$ cat src/rtl/ram_responder.sv
// ram_responder: memory-side responder for the minimal CPU's RAM interface.
//
// Holds DEPTH x DATA_W words of storage, all of it cleared by reset. After reset, a boot
// loader fills memory from a byte stream while the processor is held in reset. It then
// passes through a one-cycle release state and runs the CPU. While the CPU runs, it gets
// a combinational read port and a registered write port.
//
// Optional feature macro: STORE_BYPASS_EN
//   defined   - in RUN, a read and a write to the same address in the same cycle return
//               the write data (write-first forwarding).
//   undefined - the read returns the old contents (read-first).
//
// Ports:
//   clk            in   system clock, all state updates on posedge
//   rst            in   asynchronous active-low reset
//   load_valid     in   loader byte valid
//   load_data      in   loader byte
//   load_last      in   final loader byte marker (qualified by load_valid)
//   load_ready     out  loader may transfer (high only in LOAD)
//   reload         in   single-cycle request to re-enter LOAD from RUN
//   cpu_rst        out  active-low processor reset, high only in RUN
//   ram_read_e     in   CPU read enable
//   ram_addr_read  in   CPU read address
//   ram_data_read  out  CPU read data (combinational, zero when not reading in RUN)
//   ram_write_e    in   CPU write enable
//   ram_addr_write in   CPU write address
//   ram_data_write in   CPU write data
//   wr_count       out  saturating count of CPU writes since the last load

module ram_responder #(
   parameter int unsigned ADDR_W = 4,
   parameter int unsigned DATA_W = 8,
   parameter int unsigned DEPTH  = 16
) (
   input  logic              clk,
   input  logic              rst,
   input  logic              load_valid,
   input  logic [DATA_W-1:0] load_data,
   input  logic              load_last,
   output logic              load_ready,
   input  logic              reload,
   output logic              cpu_rst,
   input  logic              ram_read_e,
   input  logic [ADDR_W-1:0] ram_addr_read,
   output logic [DATA_W-1:0] ram_data_read,
   input  logic              ram_write_e,
   input  logic [ADDR_W-1:0] ram_addr_write,
   input  logic [DATA_W-1:0] ram_data_write,
   output logic [7:0]        wr_count
);

   localparam logic [ADDR_W-1:0] LastAddr = ADDR_W'(DEPTH - 1);

   typedef enum logic [1:0] {
      StLoad    = 2'd0,
      StRelease = 2'd1,
      StRun     = 2'd2
   } state_e;

   state_e            r_state;
   logic [ADDR_W-1:0] r_ptr;
   logic [7:0]        r_wr_count;
   logic              r_load_ready;
   logic              r_cpu_rst;
   logic [DATA_W-1:0] r_mem [DEPTH];

   logic              w_load_xfer;
   logic [DATA_W-1:0] w_rd_data;

   assign w_load_xfer = load_valid & r_load_ready;

   // Single FSM block: state, pointer, storage, write counter and registered outputs.
   always_ff @(posedge clk or negedge rst) begin
      if (!rst) begin
         r_state      <= StLoad;
         r_ptr        <= '0;
         r_wr_count   <= '0;
         r_load_ready <= 1'b1;
         r_cpu_rst    <= 1'b0;
         for (int i = 0; i < int'(DEPTH); i++) begin
            r_mem[i] <= '0;
         end
      end else begin
         unique case (r_state)
            StLoad: begin
               if (w_load_xfer) begin
                  r_mem[r_ptr] <= load_data;
                  // Leaving on the last slot also wraps the pointer back to 0.
                  if (load_last || (r_ptr == LastAddr)) begin
                     r_ptr        <= '0;
                     r_state      <= StRelease;
                     r_load_ready <= 1'b0;
                  end else begin
                     r_ptr <= r_ptr + ADDR_W'(1);
                  end
               end
            end
            StRelease: begin
               r_wr_count <= '0;
               r_state    <= StRun;
               r_cpu_rst  <= 1'b1;
            end
            StRun: begin
               if (ram_write_e) begin
                  r_mem[ram_addr_write] <= ram_data_write;
                  if (r_wr_count != 8'hFF) begin
                     r_wr_count <= r_wr_count + 8'd1;
                  end
               end
               // A write in the reload cycle still commits above; memory is kept.
               if (reload) begin
                  r_state      <= StLoad;
                  r_ptr        <= '0;
                  r_load_ready <= 1'b1;
                  r_cpu_rst    <= 1'b0;
               end
            end
            default: begin
               r_state      <= StLoad;
               r_ptr        <= '0;
               r_load_ready <= 1'b1;
               r_cpu_rst    <= 1'b0;
            end
         endcase
      end
   end

   // Read port is combinational so the CPU may sample on either clock edge.
   always_comb begin
      w_rd_data = '0;
      if ((r_state == StRun) && ram_read_e) begin
         w_rd_data = r_mem[ram_addr_read];
`ifdef STORE_BYPASS_EN
         if (ram_write_e && (ram_addr_write == ram_addr_read)) begin
            w_rd_data = ram_data_write;
         end
`endif
      end
   end

   assign ram_data_read = w_rd_data;
   assign load_ready    = r_load_ready;
   assign cpu_rst       = r_cpu_rst;
   assign wr_count      = r_wr_count;

endmodule

$ cat config.mk
export PLATFORM = sky130hd
export DESIGN_NAME = ram_responder
export DESIGN_NICKNAME = d
export VERILOG_FILES = /design/src/rtl/ram_responder.sv
export SDC_FILE = /design/constraint.sdc
export NUM_CORES = 1
export LEC_CHECK = 0
export CELL_PAD_IN_SITES_DETAIL_PLACEMENT = 1
export CELL_PAD_IN_SITES_GLOBAL_PLACEMENT = 1
export CORE_MARGIN = 5
export CORE_UTILIZATION = 40
export DETAILED_ROUTE_END_ITERATION = 16
export PLACE_DENSITY_LB_ADDON = 0.05
export SETUP_SLACK_MARGIN = 0.4
export SKIP_CTS_REPAIR_TIMING = 1
export SKIP_LAST_GASP = 1
export SLEW_MARGIN = 20
export SYNTH_ARGS = -nofsm -noshare
export SYNTH_HDL_FRONTEND = slang
export SYNTH_SLANG_ARGS = --single-unit
export TNS_END_PERCENT = 5
$ cat constraint.sdc
create_clock -name clk -period 5.3 [get_ports clk]
set_input_delay 0.795 -clock clk [delete_from_list [all_inputs] [get_ports clk]]
set_output_delay 0.795 -clock clk [all_outputs]
set_load 0.03 [all_outputs]
### Word-level counts from Yosys, hierarchy flattened

Index checks and enable logic that the tools add are counted.

| cells by class | value |
|---|---|
| $add $sub $neg | 2 |
| $lt $le $gt $ge | 5 |
| equal/unequal tests | 9 |
| mux-type cells | 30 |
| bitwise gates (word level) | 6 |
| reductions and logical operators | 13 |

Operators by type and width:

| kind | number |
|---|---|
| 128-bit bitwise mux | 2 |
| 128-bit two-way mux | 2 |
| 128-bit one-hot mux with 2 select lines | 1 |
| 8-bit demux with 4-bit select | 2 |
| 8-bit two-way mux | 7 |
| 8-bit binary-select mux with 4-bit select | 1 |
| 8-bit one-hot mux with 2 select lines | 1 |
| 5-bit >= comparator (second input constant) | 3 |
| 4-bit inverter with 5-bit output | 3 |
| 4-bit two-way mux | 3 |
| 4-bit one-hot mux with 3 select lines | 1 |
| 3-bit AND reduction | 4 |
| 5-bit by 1-bit < comparator with 1-bit output (second input constant) | 2 |
| 2-bit inequality test (second input constant) | 5 |
| 8-bit by 1-bit adder with 8-bit output (second input constant) | 1 |
| 8-bit inequality test (second input constant) | 1 |
| 2-bit two-way mux | 3 |
| 1-bit one-hot mux with 3 select lines | 2 |
| 2-bit one-hot mux with 3 select lines | 1 |
| 4-bit by 1-bit adder with 4-bit output (second input constant) | 1 |
| 4-bit equality test (second input constant) | 1 |
| 1-bit two-way mux | 4 |
| 4-bit AND reduction | 1 |
| 2-bit nonzero test | 2 |
| 8 further kinds | 11 |

| word-level totals | value |
|---|---|
| register bits after elaboration | 144 |
| bits of input ports | 31 |
| output and inout bits | 18 |
| logic and storage cells | 86 |

### Logic depth before layout (Yosys ltp)

Gate-level depths: netlist of run 1.

| logic depth | value |
|---|---|
| depth after elaboration | 8 |
| mapped depth | 7 |
| gate-level depth less buffers | 6 |

### Least setup slack after synthesis of run 1

No wires, ideal clock.

| timing | value |
|---|---|
| path type | input-to-output |
| start | input port ram_addr_read[0] |
| end | output port ram_data_read[6] |
| data arrival time | 2.217 ns |
| data required time | 4.505 ns |
| setup slack | 2.288 ns |
| cell stages on the path | 6 |
| buffers on the path | 2 |
| cell sequence | buf_2 -> buf_4 -> mux4_2 -> mux2_2 -> nand2_1 -> o21ai_1 |

| between the ends | value |
|---|---|
| cells in the longest elaborated chain, start to end | 5 |

RTL lines:

| element | line | RTL |
|---|---|---|
| start, declared | 44 | `input logic [ADDR_W-1:0] ram_addr_read,` |
| 4-bit inverter with 5-bit output (implied by the code) | 132 | `w_rd_data = r_mem[ram_addr_read];` |
| 8-bit binary-select mux with 4-bit select | 132 |  |
| 8-bit two-way mux (implied by the code) (2 in a row) | 132 |  |
| 8-bit two-way mux | 131 | `if ((r_state == StRun) && ram_read_e) begin` |
| end, declared | 45 | `output logic [DATA_W-1:0] ram_data_read,` |

Every way passes these cells. The select of a mux whose other input is x is not followed.

### Worst setup path after layout of run 1

| timing | value |
|---|---|
| start | input port ram_addr_read[0] |
| end | output port ram_data_read[5] |

Same word-level chain as after synthesis.

==> qor.txt, run 1 <==
outcome = completed
Layout Nets = 789
ANT cells = 0
worst path required time = 4.51 ns
TritonCTS clock tree = done
RSZ-0062 raised after global routing = false
vias per cell = 6.575
CP top delay family = buffers and inverters
first-pass GRT wire length = 47530 um
drt wl/cell = 30.03 um
Clock Tree Buf Depth = 2
Final WS setup = 0.7999 ns
Adder-Cell Fraction of Synth Area = 0.7417%
post-synthesis mux area share = 25.47%
drt pass-1 iters = 5
Post-Synth XOR/XNOR Area = 0%
R2R Setup Slk = 2.30 ns
Setup-failing EPs final = 0
worst vdd ir = 214.4 uV
CP endpoint kind = output pin
number of port buffers = 48
most common cell after layout, fill and taps aside = dfrtp_1
FFs w/ async S/R, synth = 100.0%
cells after synthesis = 741
pin count of the biggest net entering global routing = 95
initial core utilization = 40.38%
clk slew on worst S/H paths = 0.07 ns
reg2reg path depth = 4
max cap viols = 0
worst reg2reg path startpoint = r_state[0]$_DFFE_PN0P_
largest area contributor in the netlist = dfrtp_1
crit path launch type = input pin
CP cell instances = clkdlybuf4s50_1 > nor2_1 > a2111oi_0 > a31o_1 > clkdlybuf4s50_1
top cells by area, synth = dfrtp_1, mux2_1, o22ai_1, mux2_2, mux4_2
grt total ovfl = 0
Root Buffer = clkbuf_16
layout cells sized above 1 = 15.14%
Die Y = 155.2 um
crit-path most repeated cell = clkdlybuf4s50_1
placed cell areas = 8995 um^2
filler instances = 2250
share of Yosys cell area claimed by the top area cell type = 42.43%
Synth Net Count = 777
WP data arrival = 3.71 ns
setup TNS = 0 ns
simple-gate area share of the yosys netlist = 10.56%
fin crit share = 84.91%
Post-route DRC = 0
hpwl dp = 20370 um
WL final = 31260 um
crit path kind = in2out
LEAKAGE = 4.263 nW
buffers plus inverters on the worst setup path = 2
DRT antenna net count = 0
dpl ws = 0.7474 ns
main combinational cell family by area after synthesis = multiplexers
post-synthesis compound-gate area fraction = 16.66%
core area = 20890 um^2
latest clock arrival within the worst-skew pair = 0.45 ns
Final Core Density = 45.82%
GP Congestion = 0.8699
global-route usage over all layers = 26.24%
via count = 6845
Worst Hold Class = in2async
Period minus WS final = 4.500 ns
CTS Buf Count = 17
clock skew = 0.01030 ns
Reg area = 3605 um^2
Multi-input gate area = 4509 um^2
Final Hold Fails = 0
PwrDens = 356.0 nW/um^2
Synth Flop Type = dfrtp_1
Slew headroom = 23.17%
boundary pin count = 49
sequential element share of the synthesized area = 42.74%
slowest stage delay, CP = 1.03 ns
Netlist cell types = 57
# rows = 53
Warnings, synthesis = 0
synthesized cell area = 8434 um^2
area of the die = 24090 um^2
Fmax = 222.2 MHz
clock sink total = 144
Slew Viols, Final = 0
Worst Max-Slew Pin Slew = 1.150 ns
Avg Inst Size Synth = 11.38 um^2
area grow syn2layout = 13.47%
first-iteration detailed-routing DRC count = 493
most frequent cells in the layout = dfrtp_1, o22ai_1, mux2_1, clkdlybuf4s50_1, nor2_1
post-route cell area = 9570 um^2
EDFF count, synth = 0
H-Tree Depth = 4
CP max-delay cell = clkdlybuf4s50_1
initial antenna violation count = 0
Chip Width = 155.2 um
register bit total from synthesis = 144
Crit Path Max Fanout = 14
vias in the first global route = 7330
end of the worst register-to-register path = r_mem[58]$_DFFE_PN0P_
## worst register-to-register path: cells and delay by family (launching register included)
family,cells,cell delay (ns)
multiplexers,1,0.18
flip-flops,1,0.59
AND/OR/NAND/NOR,2,1.74
AO/OA/AOI/OAI,1,0.44
## how the worst max path moves through the flow
stage | from | endpoint | slack (ns) | cells past startpoint
3_3_place_gp | ram_addr_read[0] | ram_data_read[5] | 0.86 | 5
5_1_grt | ram_addr_read[0] | ram_data_read[3] | 0.62 | 5
4_1_cts | ram_addr_read[0] | ram_data_read[5] | 0.75 | 5
2_1_floorplan | ram_addr_read[0] | ram_data_read[6] | 2.29 | 6
3_5_place_dp | ram_addr_read[0] | ram_data_read[5] | 0.75 | 5
6_report | ram_addr_read[0] | ram_data_read[5] | 0.80 | 5
## cell usage after synthesis, types with 4 or more instances
master,instances
mux2_4,16
buf_2,33
mux2i_1,23
ha_1,5
nand3_1,15
mux2_2,24
a2111oi_0,7
dfrtp_1,143
mux2_1,103
nor2b_1,11
nand4b_1,4
or3b_1,5
a31o_1,7
nand2_1,28
inv_1,6
nand3b_1,11
o21ai_1,4
a22oi_1,7
mux4_2,11
buf_6,4
o22ai_1,135
a211oi_1,7
clkbuf_1,21
o21ai_0,4
nor2_1,33
nand2b_1,12
o21ai_4,7
o21ai_2,9
nand4bb_1,6
## final cells by class
type                            instances  area share, %
Sequential cell                       144          37.67
Tap cell                              275          3.595
Clock inverter                         15          1.569
Clock buffer                           17          4.445
Timing Repair Buffer                   53          5.373
Inverter                                6         0.2353
Multi-Input combinational cell        531          47.12
## kinds of logic (layout without fill, tap and decap cells)
kind of cell               Yosys count  after routing
AOI/OAI and AO/OA                  199            199
muxes                              177            177
buffers and inverters               66             91
DFF                                144            144
adders and majority gates            5              5
and+or+nand+nor                    150            150
## per-stage QoR
| stage | std cells | hold slack (ns) | power, mW |
|---|---|---|---|
| final | 1041 | 0.4209 | 3.407 |
| after global routing | 1041 | 0.5071 | 3.521 |
| after CTS | 1041 | 0.4745 | 3.415 |
| after detailed placement | 1009 | 0.4767 | 2.195 |
| after global placement | 1009 | 0.4644 | 2.170 |
| after floorplan | 741 | 0.4562 | 1.837 |
## state kept, by name, indices dropped and copies added, names as in the netlist
| signal | cells |
|---|---|
| r_state | 2 |
| r_ptr | 4 |
| r_mem | 128 |
| cpu_rst | 1 |
| load_ready | 1 |
| wr_count | 8 |
## routing by layer
metal | track usage (%) | vias to the layer above | share of wire [%]
met3 | 6.175 | 64 | 5.7
met2 | 40.90 | 236 | 46
met4 | 9.921 | 0 | 3.8
met5 | 0 | - | 0
met1 | 35.70 | 3643 | 45
li1 | - | 2902 | -
## report_power, final
| part | switching, mW | leakage [nW] | internal [mW] |
|---|---|---|---|
| combinational | 0.591 | 2.01 | 0.296 |
| sequential | 0.101 | 1.99 | 1.20 |
| clock | 0.564 | 0.264 | 0.661 |
No activity file was read; power rests on OpenSTA's default activity.
==> run 2: changes to the inputs <==
==> constraint.sdc (replaced) <==
create_clock -name clk -period 4.2 [get_ports clk]
set_input_delay 0.63 -clock clk [delete_from_list [all_inputs] [get_ports clk]]
set_output_delay 0.63 -clock clk [all_outputs]
set_load 0.03 [all_outputs]
==> qor.txt, run 2 (synthesis gave the netlist of run 1 again) <==
outcome = completed
core area = 20890 um^2
Non-Filler Instances = 1053
sw power = 1.508 mW
Root Buffer = clkbuf_16
fin crit share = 85.87%
Final Hold Fails = 0
Net Sw Frac = 34.69%
grt total ovfl = 0
first-pass GRT wire length = 45590 um
dpl ws = 0.5823 ns
Setup-failing EPs final = 0
drt pass-1 iters = 5
crit path kind = in2out
WP data arrival = 2.98 ns
crit path launch type = input pin
max reg flops = 128
tightest hold margin = 0.3102 ns
clk slew on worst S/H paths = 0.06 ns
Chip Width = 155.2 um
area grow syn2layout = 15.37%
first-iteration detailed-routing DRC count = 498
via count = 6676
Post-route DRC = 0
setup TNS = 0 ns
pin count of the biggest net entering global routing = 105
initial core utilization = 40.38%
# rows = 53
WL final = 29810 um
layout cells sized above 1 = 17.35%
global-route usage over all layers = 25.16%
number of port buffers = 48
worst path required time = 3.57 ns
Clk network pwr share = 36.8%
CTS Buf Count = 17
latest clock arrival within the worst-skew pair = 0.43 ns
CP endpoint kind = output pin
LEAKAGE = 4.379 nW
Crit Path Max Fanout = 7
most frequent cells in the layout = dfrtp_1, o22ai_1, mux2_1, clkdlybuf4s50_1, nor2_1
Top reg by flops = r_mem
worst vdd ir = 229.8 uV
sequential power share = 37.6%
Slew Viols, Final = 0
initial antenna violation count = 0
Int Power = 2.840 mW
reg2reg path depth = 5
placed insts = 1021
Die Y = 155.2 um
Worst Max-Slew Pin Slew = 1.069 ns
combinational fraction of design power = 25.6%
RSZ-0062 raised after global routing = false
most common cell after layout, fill and taps aside = dfrtp_1
boundary pin count = 49
Period minus WS final = 3.607 ns
clock sink total = 144
Final Core Density = 46.58%
Final WS setup = 0.5933 ns
PwrDens = 446.8 nW/um^2
GP Congestion = 0.8800
TritonCTS clock tree = done
DRT antenna net count = 0
max cap viols = 0
Slew headroom = 28.56%
vias per cell = 6.340
Clock Tree Buf Depth = 2
vias in the first global route = 7295
Worst Hold Class = in2async
area of the die = 24090 um^2
hpwl dp = 19440 um
Fmax = 277.3 MHz
Layout Nets = 801
clock skew = 0.01103 ns
H-Tree Depth = 4
ANT cells = 0
drt wl/cell = 28.31 um
[run 2: per-stage QoR]
stage / power (mW) / cell area, um^2
floorplan: 2.318 / 8434
global placement: 2.731 / 9117
detailed placement: 2.764 / 9117
CTS: 4.365 / 9728
global route: 4.510 / 9731
finish: 4.348 / 9731
[run 2: layout make-up]
type | count | area, um^2
Sequential cell | 144 | 3605
Clock buffer | 17 | 425.4
Tap cell | 275 | 344.1
Timing Repair Buffer | 65 | 639.4
Fill cell | 2201 | 11160
Inverter | 6 | 22.52
Clock inverter | 15 | 185.2
Multi-Input combinational cell | 531 | 4509
[run 2: final timing paths]
| path | from | endpoint | slack (ns) |
|---|---|---|---|
| worst min register to register | r_mem[74]$_DFFE_PN0P_ | r_mem[74]$_DFFE_PN0P_ | 0.49 |
| max in group asynchronous | rst | load_ready$_DFFE_PN1P_ | 2.92 |
| min in group clk | r_mem[74]$_DFFE_PN0P_ | r_mem[74]$_DFFE_PN0P_ | 0.49 |
| worst min-delay path | rst | r_mem[112]$_DFFE_PN0P_ | 0.31 |
| worst max register to register | r_state[1]$_DFFE_PN0P_ | r_mem[51]$_DFFE_PN0P_ | 1.45 |
| worst max-delay path | ram_addr_read[0] | ram_data_read[6] | 0.59 |
[run 2: power by group through the flow]
stage / clock, mW / sequential, mW / combinational, mW
floorplan: 0 / 1.65 / 0.668
global placement: 0 / 1.65 / 1.08
detailed placement: 0 / 1.66 / 1.11
CTS: 1.62 / 1.64 / 1.11
global route: 1.68 / 1.65 / 1.17
finish: 1.60 / 1.64 / 1.11
[run 2: worst max-delay path, cell delays in order]
cell,delay [ns]
clkdlybuf4s50_1,0.66
buf_4,0.22
mux4_2,0.50
mux2i_1,0.16
o21ai_1,0.15
clkdlybuf4s50_1,0.64
[run 2: routing by layer]
| layer | vias to the layer above | share of wire [%] | routed length, um | GRT usage [%] |
|---|---|---|---|---|
| met1 | 3488 | 46 | 13590 | 35.35 |
| met4 | 0 | 2.9 | 862 | 8.670 |
| met2 | 204 | 46 | 13760 | 39.22 |
| met5 | - | 0 | 0 | 0 |
| met3 | 53 | 5.4 | 1602 | 4.701 |
| li1 | 2931 | - | - | - |
==> run 3: changes to the inputs <==
--- a/config.mk
+++ b/config.mk
@@ -5,6 +5,7 @@
 export SDC_FILE = /design/constraint.sdc
 export NUM_CORES = 1
 export LEC_CHECK = 0
+export CAP_MARGIN = 30
 export CELL_PAD_IN_SITES_DETAIL_PLACEMENT = 1
 export CELL_PAD_IN_SITES_GLOBAL_PLACEMENT = 1
 export CORE_MARGIN = 5
==> constraint.sdc (replaced) <==
create_clock -name clk -period 4.4 [get_ports clk]
set_input_delay 0.66 -clock clk [delete_from_list [all_inputs] [get_ports clk]]
set_output_delay 0.66 -clock clk [all_outputs]
set_load 0.03 [all_outputs]
==> qor.txt, run 3 (synthesis gave the netlist of run 1 again) <==
outcome = completed
GP Congestion = 0.8907
worst reg2reg path startpoint = r_state[0]$_DFFE_PN0P_
Setup-failing EPs final = 0
H-Tree Depth = 4
pin count of the biggest net entering global routing = 67
via count = 6649
clock skew = 0.009649 ns
total power = 4.088 mW
Layout Nets = 799
initial core utilization = 40.38%
R2R Setup Slk = 1.48 ns
LEAKAGE = 4.375 nW
CP cell instances = clkdlybuf4s50_1 > nand2b_1 > o22ai_1 > a2111oi_0 > buf_4 > a31o_1 > buf_12
Worst Hold Class = in2async
number of port buffers = 48
CP endpoint kind = output pin
end of the worst register-to-register path = r_mem[71]$_DFFE_PN0P_
Post-route DRC = 0
boundary pin count = 49
filler instances = 2204
first-pass GRT wire length = 45210 um
initial antenna violation count = 0
area grow syn2layout = 15.22%
core area = 20890 um^2
ANT cells = 0
latest clock arrival within the worst-skew pair = 0.44 ns
placed insts = 1017
fin crit share = 85.65%
slowest stage delay, CP = 0.88 ns
max reg flops = 128
CTS Buf Count = 17
layout cells sized above 1 = 17.14%
drt pass-1 iters = 5
Reg area = 3605 um^2
global-route usage over all layers = 24.70%
worst path required time = 3.74 ns
Slew Viols, Final = 0
CP max-delay cell = clkdlybuf4s50_1
worst vdd ir = 234.7 uV
vias per cell = 6.326
RSZ-0062 raised after global routing = false
first-iteration detailed-routing DRC count = 494
Clock Tree Buf Depth = 2
Slew headroom = 34.75%
Non-Filler Instances = 1051
Crit Path Max Fanout = 16
hpwl dp = 19440 um
most frequent cells in the layout = dfrtp_1, o22ai_1, mux2_1, clkdlybuf4s50_1, nor2_1
clk slew on worst S/H paths = 0.07 ns
Chip Width = 155.2 um
DRT antenna net count = 0
clock sink total = 144
PwrDens = 420.7 nW/um^2
area of the die = 24090 um^2
crit path launch type = input pin
drt wl/cell = 27.94 um
Root Buffer = clkbuf_16
most common cell after layout, fill and taps aside = dfrtp_1
post-route cell area = 9718 um^2
vias in the first global route = 7102
WL final = 29370 um
# rows = 53
setup TNS = 0 ns
Top reg by flops = r_mem
TritonCTS clock tree = done
grt total ovfl = 0
Period minus WS final = 3.768 ns
max cap viols = 0
Die Y = 155.2 um
Final Hold Fails = 0
Multi-input gate area = 4509 um^2
crit path kind = in2out
placed cell areas = 9107 um^2
reg2reg path depth = 4
WP data arrival = 3.11 ns
Worst Max-Slew Pin Slew = 0.9764 ns
Fmax = 265.4 MHz
## run 3: changes by cell type in the layout (fill, tap and decap cells not counted), moves of 2 or more
cell | before | now
inv_6 | 3 | 7
clkinv_4 | 5 | 2
bufinv_16 | 3 | 1
buf_16 | 0 | 2
buf_4 | 20 | 16
## run 3: metal layers
layer / vias up / GRT usage, % / share of wire [%]
met5: - / 0 / 0
met4: 0 / 7.086 / 1.8
met3: 32 / 3.978 / 4.6
met2: 194 / 39.41 / 47
met1: 3503 / 34.93 / 46
li1: 2920 / - / -
## run 3: worst max-delay path: cells and delay by family
family                 cells  cell delay, ns
AOI/OAI and AO/OA          3            0.86
buffers and inverters      3            1.23
and+or+nand+nor            1            0.35
## run 3: worst max-delay path by stage
stage	endpoint	from	cells after the start	slack, ns
global route	ram_data_read[1]	ram_addr_read[2]	7	0.47
finish	ram_data_read[1]	ram_addr_read[2]	7	0.63
global placement	ram_data_read[6]	ram_addr_read[0]	6	0.56
detailed placement	ram_data_read[6]	ram_addr_read[0]	6	0.55
CTS	ram_data_read[6]	ram_addr_read[0]	6	0.54
floorplan	ram_data_read[6]	ram_addr_read[0]	6	1.66
## run 3: power by group
part | leakage [nW] | switching (mW) | internal (mW)
sequential | 1.99 | 0.121 | 1.44
clock | 0.274 | 0.664 | 0.795
combinational | 2.11 | 0.691 | 0.377
total | 4.37 | 1.48 | 2.61
## run 3: stage by stage
| stage | setup WS (ns) | util (%) | hold WS [ns] |
|---|---|---|---|
| 2_1_floorplan | 1.658 | - | 0.3644 |
| 3_3_place_gp | 0.5557 | 43.47 | 0.4646 |
| 3_5_place_dp | 0.5497 | 43.60 | 0.4783 |
| 4_1_cts | 0.5384 | 46.34 | 0.1710 |
| 5_1_grt | 0.4692 | 46.52 | 0.1853 |
| 6_report | 0.6316 | 46.52 | 0.1593 |
## run 3: layout make-up
type / instances / area share, %
Multi-Input combinational cell: 531 / 46.40
Clock inverter: 15 / 1.519
Clock buffer: 17 / 4.377
Tap cell: 275 / 3.541
Timing Repair Buffer: 63 / 6.837
Inverter: 6 / 0.2317
Sequential cell: 144 / 37.09
